==> src/rtl/t07_wb_pkg.sv <==
// Shared types and constants for the writeback select stage.
package t07_wb_pkg;

   typedef enum logic [2:0] {
      WB_PC  = 3'd0,
      WB_MEM = 3'd1,
      WB_ALU = 3'd2,
      WB_FPU = 3'd3,
      WB_IMM = 3'd4
   } wb_sel_t;

   typedef enum logic [1:0] {
      IDLE  = 2'd0,
      WAIT  = 2'd1,
      WRITE = 2'd2
   } wb_state_t;

   localparam logic [31:0] WB_ERR_WORD = 32'hDEADBEEF;

endpackage

==> src/rtl/t07_wb_select_stage_timeout.sv <==
// Wait-cycle counter: o_expire flags the last allowed WAIT cycle; tied off when TIMEOUT is 0.
module t07_wb_timeout_counter #(
   parameter int TIMEOUT = 64
) (
   input  logic clk,
   input  logic nRst,
   input  logic i_clr,
   input  logic i_en,
   output logic o_expire
);

   generate
      if (TIMEOUT == 0) begin : g_off
         assign o_expire = 1'b0;
      end else begin : g_on
         localparam int CNT_W = (TIMEOUT > 1) ? $clog2(TIMEOUT) : 1;
         logic [CNT_W-1:0] r_cnt;

         always_ff @(posedge clk or negedge nRst) begin
            if (!nRst) begin
               r_cnt <= '0;
            end else if (i_clr) begin
               r_cnt <= '0;
            end else if (i_en) begin
               r_cnt <= r_cnt + CNT_W'(1);
            end
         end

         assign o_expire = i_en && (r_cnt == CNT_W'(TIMEOUT - 1));
      end
   endgenerate

endmodule

==> src/rtl/t07_wb_select_stage.sv <==
// Writeback select stage: accepts one request, waits on the selected source, issues a one-cycle RF write.
module t07_wb_select_stage
   import t07_wb_pkg::*;
#(
   parameter int                DATA_W   = 32,
   parameter int                N_SRC    = 5,
   parameter int                SEL_W    = 3,
   parameter int                TIMEOUT  = 64,
   parameter logic [DATA_W-1:0] ERR_WORD = DATA_W'(WB_ERR_WORD)
) (
   input  logic                    clk,
   input  logic                    nRst,
   input  logic                    req_valid,
   output logic                    req_ready,
   input  logic [SEL_W-1:0]        req_sel,
   input  logic [4:0]              req_rd,
   input  logic                    req_we,
   input  logic [N_SRC*DATA_W-1:0] src_data,
   input  logic [N_SRC-1:0]        src_valid,
   output logic [N_SRC-1:0]        src_ack,
   output logic                    rf_we,
   output logic [4:0]              rf_rd,
   output logic [DATA_W-1:0]       rf_wdata,
   output logic                    busy,
   output logic                    err_illegal_sel,
   output logic                    err_timeout
);

   wb_state_t         r_state, w_state_nxt;
   logic              r_ready_en;
   logic [SEL_W-1:0]  r_sel_q;
   logic [4:0]        r_rd_q;
   logic              r_we_q;
   logic              r_rf_we, r_err_ill, r_err_to;
   logic [4:0]        r_rf_rd;
   logic [DATA_W-1:0] r_rf_wdata;

   logic              w_accept, w_sel_ok, w_src_vld, w_fire, w_expire;
   logic              w_cnt_clr, w_cnt_en, w_to_write, w_wr_we, w_ill, w_tmo;
   logic [4:0]        w_wr_rd;
   logic [DATA_W-1:0] w_src_data, w_wr_data;

   // req_ready stays low until the first clock after reset release.
   assign req_ready = r_ready_en && ((r_state == IDLE) || (r_state == WRITE));
   assign w_accept  = req_valid && req_ready;
   assign w_sel_ok  = ({1'b0, req_sel} < (SEL_W+1)'(N_SRC));
   assign busy      = (r_state != IDLE);

   always_comb begin
      w_src_data = '0;
      w_src_vld  = 1'b0;
      for (int i = 0; i < N_SRC; i++) begin
         if (r_sel_q == SEL_W'(i)) begin
            w_src_data = src_data[i*DATA_W +: DATA_W];
            w_src_vld  = src_valid[i];
         end
      end
   end

   assign src_ack = w_fire ? (N_SRC'(1) << r_sel_q) : '0;

   t07_wb_timeout_counter #(.TIMEOUT(TIMEOUT)) u_timeout (
      .clk      (clk),
      .nRst     (nRst),
      .i_clr    (w_cnt_clr),
      .i_en     (w_cnt_en),
      .o_expire (w_expire)
   );

   always_comb begin
      w_state_nxt = r_state;
      w_fire      = 1'b0;
      w_cnt_clr   = 1'b0;
      w_cnt_en    = 1'b0;
      w_to_write  = 1'b0;
      w_wr_rd     = r_rd_q;
      w_wr_we     = r_we_q;
      w_wr_data   = w_src_data;
      w_ill       = 1'b0;
      w_tmo       = 1'b0;
      case (r_state)
         IDLE, WRITE: begin
            w_state_nxt = IDLE;
            if (w_accept) begin
               if (w_sel_ok) begin
                  w_state_nxt = WAIT;
                  w_cnt_clr   = 1'b1;
               end else begin
                  w_state_nxt = WRITE;
                  w_to_write  = 1'b1;
                  w_wr_rd     = req_rd;
                  w_wr_we     = req_we;
                  w_wr_data   = ERR_WORD;
                  w_ill       = 1'b1;
               end
            end
         end
         WAIT: begin
            if (w_src_vld) begin
               w_fire      = 1'b1;
               w_state_nxt = WRITE;
               w_to_write  = 1'b1;
            end else begin
               w_cnt_en = 1'b1;
               if (w_expire) begin
                  w_state_nxt = WRITE;
                  w_to_write  = 1'b1;
                  w_wr_data   = ERR_WORD;
                  w_tmo       = 1'b1;
               end
            end
         end
         default: w_state_nxt = IDLE;
      endcase
   end

   always_ff @(posedge clk or negedge nRst) begin
      if (!nRst) begin
         r_state    <= IDLE;
         r_ready_en <= 1'b0;
         r_sel_q    <= '0;
         r_rd_q     <= '0;
         r_we_q     <= 1'b0;
         r_rf_we    <= 1'b0;
         r_rf_rd    <= '0;
         r_rf_wdata <= '0;
         r_err_ill  <= 1'b0;
         r_err_to   <= 1'b0;
      end else begin
         r_state    <= w_state_nxt;
         r_ready_en <= 1'b1;
         if (w_accept) begin
            r_sel_q <= req_sel;
            r_rd_q  <= req_rd;
            r_we_q  <= req_we;
         end
         // Write strobe and error pulses are registered so they line up with the WRITE cycle.
         r_rf_we   <= w_to_write && w_wr_we && (w_wr_rd != 5'd0);
         r_err_ill <= w_ill;
         r_err_to  <= w_tmo;
         if (w_to_write) begin
            r_rf_rd    <= w_wr_rd;
            r_rf_wdata <= w_wr_data;
         end
      end
   end

   assign rf_we           = r_rf_we;
   assign rf_rd           = r_rf_rd;
   assign rf_wdata        = r_rf_wdata;
   assign err_illegal_sel = r_err_ill;
   assign err_timeout     = r_err_to;

endmodule

==> config.mk <==
export PLATFORM = sky130hd
export DESIGN_NAME = t07_wb_select_stage
export DESIGN_NICKNAME = d
export VERILOG_FILES = /design/src/rtl/t07_wb_pkg.sv /design/src/rtl/t07_wb_select_stage_timeout.sv /design/src/rtl/t07_wb_select_stage.sv
export SDC_FILE = /design/constraint.sdc
export NUM_CORES = 1
export LEC_CHECK = 0
export ABC_AREA = 1
export BUFFER_PORTS_ARGS = -buffer_cell sky130_fd_sc_hd__buf_2
export CORE_UTILIZATION = 40
export CTS_BUF_LIST = sky130_fd_sc_hd__clkbuf_2
export DETAILED_ROUTE_END_ITERATION = 6
export GPL_ROUTABILITY_DRIVEN = 0
export GPL_TIMING_DRIVEN = 0
export PLACE_DENSITY_LB_ADDON = 0.05
export SLEW_MARGIN = 20
export SYNTH_ARGS = -nofsm -noshare
export SYNTH_HDL_FRONTEND = slang
export SYNTH_SLANG_ARGS = --single-unit
==> constraint.sdc <==
create_clock -name clk -period 1.6 [get_ports clk]
set_input_delay 0.32 -clock clk [delete_from_list [all_inputs] [get_ports clk]]
set_output_delay 0.32 -clock clk [all_outputs]
set_load 0.05 [all_outputs]
# Word-level counts from Yosys, hierarchy flattened
# Cells that the tools add are included.
# word_totals
register_bits,58
inputBits,177
output_inout_bits,47
word_cells,78
# op_classes
n_addsub,1
order_cmp,1
n_eq_ne,8
shifts,1
n_mux,44
reduce_logical,12
# ops
operator,count
$mux 32,9
$pmux 32 s2,1
$mux 1,22
$mux 5,4
$mux 6,2
$mux 2,4
$add 6x1->6 const B,1
$eq 3x2->1 const B,2
$eq 6x6->1 const B,1
$logic_and 1x1->1,5
$reduce_bool 5->1,1
$shl 1x3->5 const A,1
$pmux 2 s2,1
$reduce_bool 2->1,2
$eq 3x1->1 const B,1
$eq 3x3->1 const B,1
$logic_not 3->1,1
$lt 3x3->1 const B,1
$ne 3x2->1 const B,1
$eq 2x1->1 const B,1
$eq 2x2->1 const B,1
$logic_not 2->1,1
$pmux 1 s2,1
$reduce_or 2->1,1
$logic_or 1x1->1,1

# Logic depth before layout (Yosys ltp)
# depth
depth_word,14
depth_mapped,12

# By module
# From an unflattened synthesis, not the netlist that was laid out.
# unflattened
cells_unflattened,598
area_unflattened_um2,3821.2
# by_module_without_submodules
mod,n_inst,cells_per_inst,area_per_inst_um2,seq_area_each_um2
t07_wb_select_stage,1,553,3477.1,1301.2
t07_wb_timeout_counter,1,45,344.1,150.1

# Worst setup path after synthesis
# No wires, ideal clock.
# synth_timing
path_kind,register -> output
start,register r_sel_q[1]
end,output src_ack[1]
t_arrival_ps,2746
slack_ps,-1466
stages_incl_launch_ff,9
path_cell_list,dfrtp_1 > nor2_1 > nand2_1 > inv_2 > nand2_2 > nand3_1 > nand2_2 > buf_2 > nor4_1
# synth_between
elab_chain_cells,9
word_cells_on_any_way,14
classes_between,4 x eq/ne; 1 x shift; 8 x mux; 1 x reduce/logical
# synth_rtl
item,line_no,text
start: declaration,t07_wb_select_stage.sv:31,logic [SEL_W-1:0] r_sel_q;
start signal: assignment,t07_wb_select_stage.sv:133,r_sel_q <= req_sel;
$logic_not 3->1,t07_wb_select_stage.sv:53,if (r_sel_q == SEL_W'(i)) begin
$mux 1 (5 in a row),t07_wb_select_stage.sv:53,
$mux 1,t07_wb_select_stage.sv:99,if (w_src_vld) begin
$mux 1,t07_wb_select_stage.sv:81,case (r_state)
$mux 5 (*),t07_wb_select_stage.sv:60,assign src_ack = w_fire ? (N_SRC'(1) << r_sel_q) : '0;
end: declaration,t07_wb_select_stage.sv:20,"output logic [N_SRC-1:0] src_ack,"
# Every way passes the cells marked *; elsewhere a longest branch is shown, timed or not.

# Worst setup path in the final report
# Same ends and word-level chain as after synthesis.

==> summary.md <==
| Metric | Value |
|---|---|
| Port Buf Inserts | between 200 and 250 |
| PwrDens | 1890 nW/um^2 |
| WS Path Type | reg2out |
| Core area | 8850 um^2 |
| Startpoint Class | register |
| Tcrit/Tclk final | 1.49 |
| Chip height | just under 100 um |
| Power, Total | 11.3 mW |
| DRT Wirelength | between 10000 and 15000 um |
| Seq. cell area | 1460 um^2 |
| Final hold viol count | 0 |
| Setup ws final | -0.782 ns |
| Die ar. | 9650 um^2 |
| Clk_lat worst skew | 0.50 ns |
| First-pass GRT wire length | around 22000 um |
| Leak Pwr | 3.28 nW |
| Vias in the first global route | roughly 4700 |
| Row cnt | 34 |
| Share of the yosys chip area belonging to registers | 0.392 |
| Setup violators final | 53 |
| Worst R2R Start | r_sel_q[0]$_DFFE_PN0P_ |
| Die X | just under 100 um |
| Final non-filler cell total | 971 |
| Post-synthesis compound-gate area fraction | 0.0797 |
| GRT Total Usage | 0.296 |
| Critical Path Sink | src_ack[1] |
| Antenna cells | 0 |
| CTS Buf Count | 9 |
| Post-Synthesis Cells | 595 |
| Maximum fanout along the worst path | 6 |
| Synth Area in Adders | 0.00338 |
| Least-Margin Pin Slew | 0.740 ns |
| FF-to-FF End | u_timeout.g_on.r_cnt[2]$_DFFE_PN0P_ |
| Critical path required time | 1.28 ns |
| CP Launch Point | r_sel_q[1]$_DFFE_PN0P_ |
| Largest family of logic cells by synthesized area | simple AND/OR/NAND/NOR gates |
| Slew Limit Fails | 0 |
| Inst Count DP | 926 |
| Final setup TNS | -14.73 ns |
| Worst hold path class | in2reg |
| Clock slew at reported path FFs | 0.15 ns |
| Register-to-Register Path Depth | 14 |
| Unique masters post-synth | 28 |
| First-pass DRT Iterations | 7 |
| # IOs | roughly 220 |
| Synth-to-layout area growth | 61.0% |
| Largest net degree at the start of global routing | 59 |
| Final min period | between 2 and 2.5 ns |
| Worst VDD drop | 0.845 mV |
| Setup slack, reg-to-reg | -0.29 ns |
| Max Root-Sink Buffers | 2 |
| Outcome | finished, violations left |
| Yosys reg bits | between 50 and 60 |
| Clock Skew | 0.0191 ns |
| Post-DP HPWL | between 10000 and 15000 um |
| Slew headroom | 0.507 |
| Max Cap Viol | 0 |
| CTS tree | yes |
| Clock Sinks | a little under 60 |
| Starting Density | 0.419 |
| Failing checks | DRC, setup timing |
| DRT antenna net count | 0 |
| Crit path capture type | output pin |
| Place WS | -0.635 ns |
| Synth Area in Simple Gates | 0.449 |
| Drt drc | 15 |
| Arr. time, crit path | 2.06 ns |
| Fin nets | about 1000 |
| Ys Warns | 0 |
| Drt via density | about 5 |
| Syn_nets | 773 |
| Root Driver | clkbuf_2 |
| H-tree levels | 3 |
| Number of synthesized flops with an enable pin | 0 |
| Top FF cell, synth | dfrtp_1 |
| Initial antenna violation count | 0 |
| Final Core Density | 0.674 |
| Mapped Area | 3710 um^2 |
| Max frequency | 420 MHz |
| Gr ovfl total | 0 |
| Fill count | ~800 |
| Share of post-route cells with drive strength above 1 | 0.433 |
| Via count | 4905 |
| Mux cell area share after synthesis | 0 |
| Starting DRT DRC Count | about 210 |
| Syn Area/Cell | 6.23 um^2 |
| Ys async rst share | 1.00 |
| Area of the multi-input gates | 2360 um^2 |
| XOR/XNOR share of the synthesized area | 0.00945 |
| Routed len/inst | approximately 15 um |
| RSZ-0062 raised after global routing | yes |
-- per-layer routing --
metal	part of all wire	GRT usage
met5	0	0
met4	0.033	0.130
met3	0.075	0.0594
met2	0.50	0.517
met1	0.39	0.354
-- worst min-delay path by stage --
stage	start	end	slack, ns	cells past startpoint
6_report	req_sel[1]	r_sel_q[1]$_DFFE_PN0P_	0.08	3
5_1_grt	req_sel[1]	r_sel_q[1]$_DFFE_PN0P_	0.05	3
4_1_cts	req_sel[2]	r_sel_q[2]$_DFFE_PN0P_	0.04	3
3_5_place_dp	nRst	rf_rd[2]$_DFFE_PN0P_	0.44	1
3_3_place_gp	rf_wdata[4]$_DFFE_PN0P_	rf_wdata[4]$_DFFE_PN0P_	0.46	2
2_1_floorplan	nRst	err_illegal_sel$_DFF_PN0_	0.02	0
-- cell usage after synthesis, types with 9 or more instances --
cell type	number	area, um^2
a21oi_1	13	65.1
buf_2	10	50.1
clkbuf_1	14	52.6
dfrtp_1	58	1450
inv_1	28	105
nand2_1	228	856
nand3_1	49	245
nor2_1	130	488
o21ai_0	27	135
o22ai_1	9	56.3
-- report_power, final --
group | switching [mW] | total [mW] | internal (mW)
Sequential | 0.507 | 2.56 | 2.05
Clock | 0.553 | 1.07 | 0.514
Combinational | 4.93 | 7.67 | 2.75
Total | 5.99 | 11.3 | 5.31
-- layout make-up --
| type | instances | area share |
|---|---|---|
| multi-input cells | 478 | 0.395 |
| repair buffers | 252 | 0.253 |
| flip-flops and latches | 58 | 0.244 |
| plain buffers | 28 | 0.0413 |
| well taps | 108 | 0.0226 |
| inverters | 31 | 0.0224 |
| clock inverters | 6 | 0.0136 |
| clock buffers | 10 | 0.00839 |
-- what timing repair did --
action / in CTS / in global routing
setup endpoints to repair: 53 / 57
hold endpoints to repair: 58 / 0
cloned: 0 / 7
gates resized for setup: 44 / 148
setup buffers: 11 / 11
pin swaps: 12 / 25
hold buffers: 1 / 0
-- layout by cell type (no fill, tap or decap), types with 3 or more instances in the layout --
cell type,instances
buf_2,210
nand2_1,202
nor2_1,92
dfrtp_1,55
nand3_1,45
inv_1,27
nor2_2,27
o21ai_0,24
buf_4,21
nand2_2,20
buf_6,17
clkbuf_2,13
a21oi_1,13
nor2_4,12
o22ai_1,9
clkbuf_4,9
nand2_4,8
buf_8,8
clkbuf_1,6
clkbuf_16,4
nand3_4,3
xor2_1,3
o21ai_1,3
dfrtp_2,3
-- critical path, cell delays in order (launching register included) --
cell,delay [ns]
dfrtp_2,0.51
nor2_4,0.18
nand3_2,0.12
nand2_2,0.09
nor2_2,0.06
nand3_4,0.07
nand2_4,0.06
buf_12,0.14
nor4_4,0.15
buf_6,0.20
-- state kept, by name, summed over array words and instances, names as in the netlist, 2 cells and up --
name,count
r_rd_q,5
r_state,2
rf_wdata,32
u_timeout.g_on.r_cnt,6
rf_rd,5
r_sel_q,3
-- metrics by stage --
stage | hold WS [ns] | instance area, um^2
after floorplan | 0.0244 | 3780
after global placement | 0.462 | 5030
after detailed placement | 0.442 | 5030
after CTS | 0.0397 | 5400
after global routing | 0.0535 | 5970
final | 0.0826 | 5970
-- cell families after synthesis --
group                    count (synthesis)
AO/OA/AOI/OAI                           54
XOR/XNOR                                 4
adder cells (fa/ha/maj)                  1
buffers and inverters                   59
flip-flops                              58
other                                    1
AND/OR/NAND/NOR                        418
No activity file was read; power rests on OpenSTA's default activity.
